<file path="config.mk">
export PLATFORM = sky130hd
export DESIGN_NAME = div_iter
export DESIGN_NICKNAME = d
export VERILOG_FILES = /design/src/rtl/div_iter_pkg.sv /design/src/rtl/div_step.sv /design/src/rtl/div_iter.sv
export SDC_FILE = /design/constraint.sdc
export NUM_CORES = 1
export LEC_CHECK = 0
export ABC_AREA = 1
export CAP_MARGIN = 10
export CORE_ASPECT_RATIO = 1.1
export CORE_UTILIZATION = 35
export CTS_BUF_LIST = sky130_fd_sc_hd__clkbuf_4 sky130_fd_sc_hd__clkbuf_8
export DETAILED_ROUTE_END_ITERATION = 8
export SLEW_MARGIN = 20
export SYNTH_ARGS = -nofsm -noshare
export SYNTH_HDL_FRONTEND = slang
export SYNTH_SLANG_ARGS = --single-unit
</file>
<file path="constraint.sdc">
create_clock -name clk -period 6.72 [get_ports clk]
set_input_delay 1.68 -clock clk [delete_from_list [all_inputs] [get_ports clk]]
set_output_delay 1.68 -clock clk [all_outputs]
set_load 0.1 [all_outputs]
</file>
<file path="src/rtl/div_iter_pkg.sv">
`default_nettype none
// ============================================================================
//  Module      : div_iter_pkg
//  Description : Shared types for the iterative divider. Holds the one-hot
//                divide opcode, its idle/reset value, the divider FSM state
//                encoding and small opcode decode helpers.
//  Revision    : 1.0  initial release
// ============================================================================
package div_iter_pkg;

   // One-hot divide opcode; div occupies the MSB of the packed vector.
   typedef struct packed {
      logic div;
      logic divu;
      logic rem;
      logic remu;
   } div_op_type;

   localparam div_op_type init_div_op = '{div: 1'b0, divu: 1'b0, rem: 1'b0, remu: 1'b0};

   typedef enum logic [1:0] {
      ST_IDLE = 2'd0,
      ST_CALC = 2'd1,
      ST_FIN  = 2'd2
   } div_state_t;

   function automatic logic div_op_signed(input div_op_type op);
      return op.div | op.rem;
   endfunction

   function automatic logic div_op_wants_rem(input div_op_type op);
      return op.rem | op.remu;
   endfunction

   function automatic logic div_op_wants_quo(input div_op_type op);
      return op.div | op.divu;
   endfunction

endpackage : div_iter_pkg
`default_nettype wire

</file>
<file path="src/rtl/div_step.sv">
`default_nettype none
// ============================================================================
//  Module      : div_step
//  Description : Combinational restoring-division step. Retires RADIX_BITS
//                quotient bits MSB-first per evaluation. The quotient register
//                doubles as the dividend shifter: its MSB feeds the partial
//                remainder and new quotient bits enter at the LSB.
//  Ports       : i_rem     - partial remainder in (always < i_divisor)
//                i_quo     - dividend-shift / quotient register in
//                i_divisor - divisor magnitude (nonzero)
//                o_rem     - partial remainder out
//                o_quo     - shift register out
//  Revision    : 1.0  initial release
// ============================================================================
module div_step #(
   parameter int XLEN       = 32,
   parameter int RADIX_BITS = 1
) (
   input  logic [XLEN-1:0] i_rem,
   input  logic [XLEN-1:0] i_quo,
   input  logic [XLEN-1:0] i_divisor,
   output logic [XLEN-1:0] o_rem,
   output logic [XLEN-1:0] o_quo
);

   // One extra bit: after the shift the remainder can reach 2*divisor-1.
   logic [XLEN:0]   w_rem;
   logic [XLEN-1:0] w_quo;

   always_comb begin
      w_rem = {1'b0, i_rem};
      w_quo = i_quo;
      for (int i = 0; i < RADIX_BITS; i++) begin
         w_rem = {w_rem[XLEN-1:0], w_quo[XLEN-1]};
         w_quo = {w_quo[XLEN-2:0], 1'b0};
         if (w_rem >= {1'b0, i_divisor}) begin
            w_rem    = w_rem - {1'b0, i_divisor};
            w_quo[0] = 1'b1;
         end
      end
      o_rem = w_rem[XLEN-1:0];
      o_quo = w_quo;
   end

endmodule : div_step
`default_nettype wire

</file>
<file path="src/rtl/div_iter.sv">
`default_nettype none
// ============================================================================
//  Module      : div_iter
//  Description : Multi-cycle signed/unsigned integer divider (div, divu, rem,
//                remu). Operates on operand magnitudes with a restoring
//                divider, then fixes the signs. Divide-by-zero, signed
//                overflow and (optionally) |dividend| < |divisor| finish in a
//                single cycle.
//  Ports       : clk    - clock, rising edge
//                rst    - synchronous active-high reset
//                enable - start request, honoured only in IDLE
//                op     - one-hot opcode {div, divu, rem, remu}
//                rdata1 - dividend
//                rdata2 - divisor
//                kill   - abort any in-flight operation
//                result - quotient or remainder, held until the next finish
//                ready  - one-cycle result-valid pulse
//  Revision    : 1.0  initial release
// ============================================================================
module div_iter
   import div_iter_pkg::*;
#(
   parameter int XLEN       = 32,
   parameter int RADIX_BITS = 1,
   parameter int EARLY_OUT  = 1
) (
   input  logic            clk,
   input  logic            rst,
   input  logic            enable,
   input  div_op_type      op,
   input  logic [XLEN-1:0] rdata1,
   input  logic [XLEN-1:0] rdata2,
   input  logic            kill,
   output logic [XLEN-1:0] result,
   output logic            ready
);

   localparam int                c_iters = XLEN / RADIX_BITS;
   localparam int                c_cnt_w = (c_iters > 1) ? $clog2(c_iters) : 1;
   localparam logic [c_cnt_w-1:0] c_last = c_cnt_w'(c_iters - 1);

   if ((RADIX_BITS != 1 && RADIX_BITS != 2 && RADIX_BITS != 4) ||
       (XLEN % RADIX_BITS != 0)) begin : g_bad_params
      $error("div_iter: RADIX_BITS must be 1, 2 or 4 and divide XLEN");
   end

   // ---------------------------------------------------------------- state
   div_state_t          r_state;
   div_state_t          w_state_nxt;
   div_op_type          r_op;
   logic                r_neg_q;
   logic                r_neg_r;
   logic [XLEN-1:0]     r_divisor;
   logic [XLEN-1:0]     r_rem;
   logic [XLEN-1:0]     r_quo;
   logic [c_cnt_w-1:0]  r_cnt;
   logic [XLEN-1:0]     r_result;
   logic                r_ready;

   // ------------------------------------------------------- operand decode
   logic            w_signed;
   logic            w_a_neg;
   logic            w_b_neg;
   logic [XLEN-1:0] w_a_mag;
   logic [XLEN-1:0] w_b_mag;
   logic            w_div_zero;
   logic            w_ovf;
   logic            w_early;
   logic            w_special;
   logic [XLEN-1:0] w_spec_quo;
   logic [XLEN-1:0] w_spec_rem;
   logic [XLEN-1:0] w_spec_result;

   assign w_signed   = div_op_signed(op);
   assign w_a_neg    = w_signed & rdata1[XLEN-1];
   assign w_b_neg    = w_signed & rdata2[XLEN-1];
   assign w_a_mag    = w_a_neg ? (-rdata1) : rdata1;
   assign w_b_mag    = w_b_neg ? (-rdata2) : rdata2;
   assign w_div_zero = (rdata2 == '0);
   assign w_ovf      = w_signed && (rdata1 == {1'b1, {(XLEN-1){1'b0}}}) && (rdata2 == '1);
   assign w_early    = (EARLY_OUT != 0) && !w_div_zero && (w_a_mag < w_b_mag);
   assign w_special  = w_div_zero | w_ovf | w_early;

   // Priority matters only for the quotient/remainder pairing; the three
   // cases cannot overlap except zero-divisor vs. nothing.
   always_comb begin
      w_spec_quo = '0;
      w_spec_rem = rdata1;
      if (w_div_zero) begin
         w_spec_quo = '1;
         w_spec_rem = rdata1;
      end else if (w_ovf) begin
         w_spec_quo = rdata1;
         w_spec_rem = '0;
      end
   end

   assign w_spec_result = ({XLEN{div_op_wants_quo(op)}} & w_spec_quo) |
                          ({XLEN{div_op_wants_rem(op)}} & w_spec_rem);

   // ------------------------------------------------------------ iteration
   logic [XLEN-1:0] w_step_rem;
   logic [XLEN-1:0] w_step_quo;
   logic [XLEN-1:0] w_calc_quo;
   logic [XLEN-1:0] w_calc_rem;
   logic [XLEN-1:0] w_calc_result;

   div_step #(
      .XLEN       (XLEN),
      .RADIX_BITS (RADIX_BITS)
   ) u_div_step (
      .i_rem     (r_rem),
      .i_quo     (r_quo),
      .i_divisor (r_divisor),
      .o_rem     (w_step_rem),
      .o_quo     (w_step_quo)
   );

   // Sign fix-up is applied to the step output so the final result is ready
   // on the same edge that enters FIN.
   assign w_calc_quo    = r_neg_q ? (-w_step_quo) : w_step_quo;
   assign w_calc_rem    = r_neg_r ? (-w_step_rem) : w_step_rem;
   assign w_calc_result = ({XLEN{div_op_wants_quo(r_op)}} & w_calc_quo) |
                          ({XLEN{div_op_wants_rem(r_op)}} & w_calc_rem);

   // ------------------------------------------------------ FSM: state reg
   always_ff @(posedge clk) begin
      if (rst) begin
         r_state <= ST_IDLE;
      end else begin
         r_state <= w_state_nxt;
      end
   end

   // ----------------------------------------------------- FSM: next state
   always_comb begin
      w_state_nxt = r_state;
      case (r_state)
         ST_IDLE: if (enable) w_state_nxt = w_special ? ST_FIN : ST_CALC;
         ST_CALC: if (r_cnt == c_last) w_state_nxt = ST_FIN;
         ST_FIN:  w_state_nxt = ST_IDLE;
         default: w_state_nxt = ST_IDLE;
      endcase
      if (kill) begin
         w_state_nxt = ST_IDLE;
      end
   end

   // --------------------------------------------------------- FSM: outputs
   logic            w_start;
   logic            w_iter;
   logic            w_finish;
   logic            w_ready_nxt;
   logic [XLEN-1:0] w_result_nxt;

   always_comb begin
      w_start      = (r_state == ST_IDLE) && enable && !kill;
      w_iter       = (r_state == ST_CALC);
      w_finish     = w_iter && (r_cnt == c_last) && !kill;
      w_ready_nxt  = (w_start && w_special) || w_finish;
      w_result_nxt = w_start ? w_spec_result : w_calc_result;
   end

   // ------------------------------------------------------------- datapath
   always_ff @(posedge clk) begin
      if (rst) begin
         r_op      <= init_div_op;
         r_neg_q   <= 1'b0;
         r_neg_r   <= 1'b0;
         r_divisor <= '0;
         r_rem     <= '0;
         r_quo     <= '0;
         r_cnt     <= '0;
         r_result  <= '0;
         r_ready   <= 1'b0;
      end else begin
         r_ready <= w_ready_nxt;
         if (w_ready_nxt) begin
            r_result <= w_result_nxt;
         end
         if (w_start) begin
            r_op      <= op;
            r_neg_q   <= w_a_neg ^ w_b_neg;
            r_neg_r   <= w_a_neg;
            r_divisor <= w_b_mag;
            r_rem     <= '0;
            r_quo     <= w_a_mag;
            r_cnt     <= '0;
         end else if (w_iter) begin
            r_rem <= w_step_rem;
            r_quo <= w_step_quo;
            r_cnt <= r_cnt + c_cnt_w'(1);
         end
      end
   end

   assign result = r_result;
   assign ready  = r_ready;

endmodule : div_iter
`default_nettype wire

</file>
Word-level counts from Yosys, hierarchy flattened --
Cells that the tools add are included.
Storage, ports and cells: input port bits 72, word-level logic and storage cells 77, output and inout bits 33, flip-flop bits (word level) 142
Operators by class: equality and inequality tests 6, reduce and logical (&&, ||, !) cells 17, muxes and demuxes 17, $add $sub $neg 6, $lt $le $gt $ge 2, bitwise logic cells 16
Operator list (number):
- $mux 32 | 12
- $and 32x32->32 | 4
- $neg 32->32 | 4
- $eq 32x32->1 const B | 2
- $or 32x32->32 | 2
- $ge 33x32->1 | 1
- $logic_not 32->1 | 1
- $lt 32x32->1 | 1
- $sub 32x32->32 | 1
- $logic_and 1x1->1 | 8
- $or 1x1->1 | 7
- $mux 2 | 3
- $add 5x1->5 const B | 1
- $eq 5x5->1 const B | 1
- $pmux 2 s2 | 1
- $reduce_or 2->1 | 2
- $and 1x1->1 | 2
- $eq 2x1->1 const B | 1
- $logic_not 1->1 | 2
- $logic_not 2->1 | 1
- $ne 2x1->1 const B | 1
- $ne 2x2->1 const B | 1
- $reduce_and 2->1 | 1
- $reduce_bool 2->1 | 1
- other kinds (3) | 3

Depth between registers and ports, before layout --
word-level depth 9, gate-level depth with buffers 33

Hierarchy --
From an unflattened synthesis, not the netlist that was laid out.
Second synthesis, totals: cells, all modules 2615, area total of the unflattened synthesis 14691.6 um2
Modules (own cells, without submodules):
- div_iter | sequential area each 2842.7 um2, cells each 1937, area each 11298.3 um2, instances 1
- div_step | sequential area each 0.0 um2, cells each 678, area each 3393.3 um2, instances 1

Worst setup path before layout --
OpenSTA, ideal clock, no wires.
path kind input to register, start input rdata1[1], end register r_result[4] (netlist: result[4]), path slack 1.421 ns, buffers on the path 1, library setup time 0.118 ns, arrival 5.181 ns, data required time 6.602 ns, stages 28, cells stage by stage inv_1 ha_1 nand3_1 inv_1 nand4_1 nor3_2 nand3_1 nor2_1 nand3_1 or2_1 nor2_1 nand3_1 nand2_1 o21ai_1 xor2_1 inv_1 ha_1 nand2_1 inv_1 a221o_1 a211oi_1 nand3_1 nand2_1 nand2_1 nand2_2 nor2_1 buf_2 a22o_1
On the way: cells in the longest elaborated chain, start to end 8
Ends and longest elaborated chain:
- start, declared | RTL line div_iter.sv:31 | input logic [XLEN-1:0] rdata1,
- branches (longest 8 deep; another with $neg 32->32)
- end signal, assigned | RTL line div_iter.sv:179 | r_result <= w_result_nxt;
- end, declared | RTL line div_iter.sv:57 | logic [XLEN-1:0] r_result;
Parallel ways; which one is timed is not known. A chain may end at the register's enable or synchronous reset.

Final worst setup path --
start input rdata1[0], end register r_result[4] (netlist: result[4])
Same word-level chain as after synthesis.

==> results.yml <==
run_status:
  status: "finished clean"
logic_synthesis:
  async_flop_share: 0
  yosysMostFrequentCell: "nand2_1"
  seq_area_frac_synth: 0.2174
  synth_top_area_frac: 0.2174
  synth.net_count: 2331
  synth_edf_count: 0
  syn-cell-area_um2: 13080
  synth_cell_type_count: 56
  ys.flop_type: "dfxtp_1"
  ys_warn_count: 0
  synthTopCellsByArea: "dfxtp_1 (22%), nand2_1 (18%), inv_1 (9.9%)"
  avgSynthCellArea_um2: 5.977
  ys_ff_latch: 142
  synth_commonest_cells: "nand2_1 (611), inv_1 (346), nand3_1 (182)"
  syn_inst: 2188
  yosysTopAreaCell: "dfxtp_1"
drt:
  drt_iter0_drc: 1217
  drt-pass1-iter-count: 6
  route.detailed.drc: 0
  vias: 14450
  vias_per_cell: 5.235
  antenna_violating_nets_post_route: 0
  wl_per_cell_um: 18.89
  wl_um: 52170
timing:
  finalSetupTns_ns: 0
  hold_ws_ns: 0.4545
  max_freq_mhz: 161.4
  final.setup_skew_ns: 0.02049
  drv_slew: 0
  finalCritPeriodShare: 0.9222
  finalCriticalPeriod_ns: 6.197
  hold_violations: 0
  tightest_slew_ns: 0.9740
  rsz0062_at_grt: "no"
  slew_headroom: 0.3486
  setup-violations-final: 0
setup_path:
  cp-start-kind: "input pin"
  worstPathMaxFanout: 18
  startpoint: "rdata1[0]"
  critical_path_required_ns: 7.09
  slowest_delay_ns: 0.51
  endpoint_kind: "flop"
  cpMostUsedCell: "nand3_1"
  rr_startpoint: "r_rem[6]"
  worstSetupPathType: "input pin to flop"
  crit_arrival_ns: 6.57
  slowest_stage: "clkdlybuf4s50_1"
power_and_ir_drop:
  switching_share: 0.5229
  p_leak_nw: 7.324
  p_per_area_nw_per_um2: 274.3
  power_frac_comb: 0.587
  ir_drop_uv: 165.2
  power.switching_mw: 2.150
  intPower_mw: 1.961
  p_seq_frac: 0.229
  clkPwrFrac: 0.184
grt:
  grt_max_degree: 91
  antenna_found_initial: 1
  grt-ovfl-total: 0
  grt_pass1_vias: 13630
  grt_pass1_wl_um: 79010
  grt_usage: 0.2735
hold_path:
  hp-class: "flop to flop"
  min_from: "result[26]"
place:
  placed_cells: 2729
  hpwl_um: 43320
  place_area_um2: 14570
  gp_congestion: 1.024
  numPortBuffers: 104
clocking:
  cts_setup_buffers: 0
  cts_resized: 0
  clock_latency_ns: 0.48
  clockBufferDepth: 2
  cts_hold_buffers: 0
  cts_max_level: 4
  ctsRootBufferMaster: "clkbuf_8"
  cts_buffers: 17
  clock_sinks: 142
  cts_tree: "done"
  path_clk_slew_ns: 0.08
floorplan:
  die_area_um2: 38140
  initial_utilization: 0.3588
  ios: 105
  core_area_um2: 36440
  fp.dieW_um: 186.3
  die_h_um: 204.7
  std_cell_rows: 73
final_layout:
  antenna_cells: 0
  fillers: 3989
  fin_area_um2: 14990
  post-route-util: 0.4113
  nets: 2404
  syn2layout_area_growth_pct: 14.62
  final_cells: 2761
  layout-drive-gt1-share: 0.06948
flow_run:
  drv_cap: 0
[per-stage QoR]
stage / setup WS, ns / power (mW)
6_report: 0.5227 / 4.111
5_1_grt: 0.1088 / 4.407
4_1_cts: 0.5754 / 4.096
3_5_place_dp: 0.07955 / 3.335
3_3_place_gp: 0.2329 / 3.330
2_1_floorplan: 1.421 / 2.665
[state kept, by name, indices dropped and copies added, names as in the netlist, 2 cells and up]
| name | count |
|---|---|
| r_state | 2 |
| r_rem | 32 |
| result | 32 |
| r_divisor | 32 |
| r_quo | 32 |
| r_op | 4 |
| r_cnt | 5 |
[path summary, 6_finish.rpt]
path	endpoint	slack (ns)	cells past startpoint
min reg2reg	result[26]	0.45	2
max	result[4]	0.52	32
max reg2reg	result[28]	1.67	28
min	result[26]	0.45	2
[placed cells by master, fill, tap and decap left out, types with 39 or more instances in the layout]
master,instances
a21oi_1,104
clkdlybuf4s50_1,104
dfxtp_1,142
ha_1,70
inv_1,346
nand2_1,611
nand3_1,182
nor2_1,163
o21ai_0,87
o22ai_1,39
xor2_1,63
[worst max-delay path: cells and delay by family]
kind | cells | cell delay [ns]
AOI/OAI and AO/OA | 3 | 0.46
xor gates and xnor gates | 1 | 0.23
adders and majority gates | 2 | 0.48
buffers and inverters | 7 | 1.25
and+or+nand+nor | 19 | 2.46
[logic make-up (layout without fill, tap and decap cells)]
logic type	after synthesis	after routing	share of synthesized area
buffers and inverters	432	518	0.1296
adders and majority gates	71	71	0.06850
xor gates and xnor gates	74	74	0.04956
and+or+nand+nor	1127	1127	0.3830
AOI/OAI and AO/OA	342	342	0.1519
DFF	142	142	0.2174
[power by group through the flow]
stage	registers, mW	logic [mW]	clock network, mW
detailed placement	0.961	2.37	0
floorplan	1.02	1.64	0
CTS	0.942	2.39	0.768
finish	0.943	2.41	0.756
global route	0.948	2.66	0.802
global placement	0.960	2.37	0
[layer usage]
layer  vias to the layer above  part of all wire  GRT usage
met3                       122             0.062    0.04214
met2                       513              0.46     0.4574
li1                       7207                 -          -
met4                         2             0.054     0.1520
met1                      6609              0.43     0.3357
met5                         -           0.00029          0
[layout make-up]
type | instances | area, um2 | area share
Clock inverter | 14 | 180.2 | 0.01202
Tap cell | 487 | 609.3 | 0.04065
Clock buffer | 18 | 241.5 | 0.01611
Sequential cell | 142 | 2843 | 0.1896
Timing Repair Buffer | 124 | 1204 | 0.08030
Multi-Input combinational cell | 1614 | 8552 | 0.5705
Inverter | 362 | 1360 | 0.09073
No activity file was read; power rests on OpenSTA's default activity.
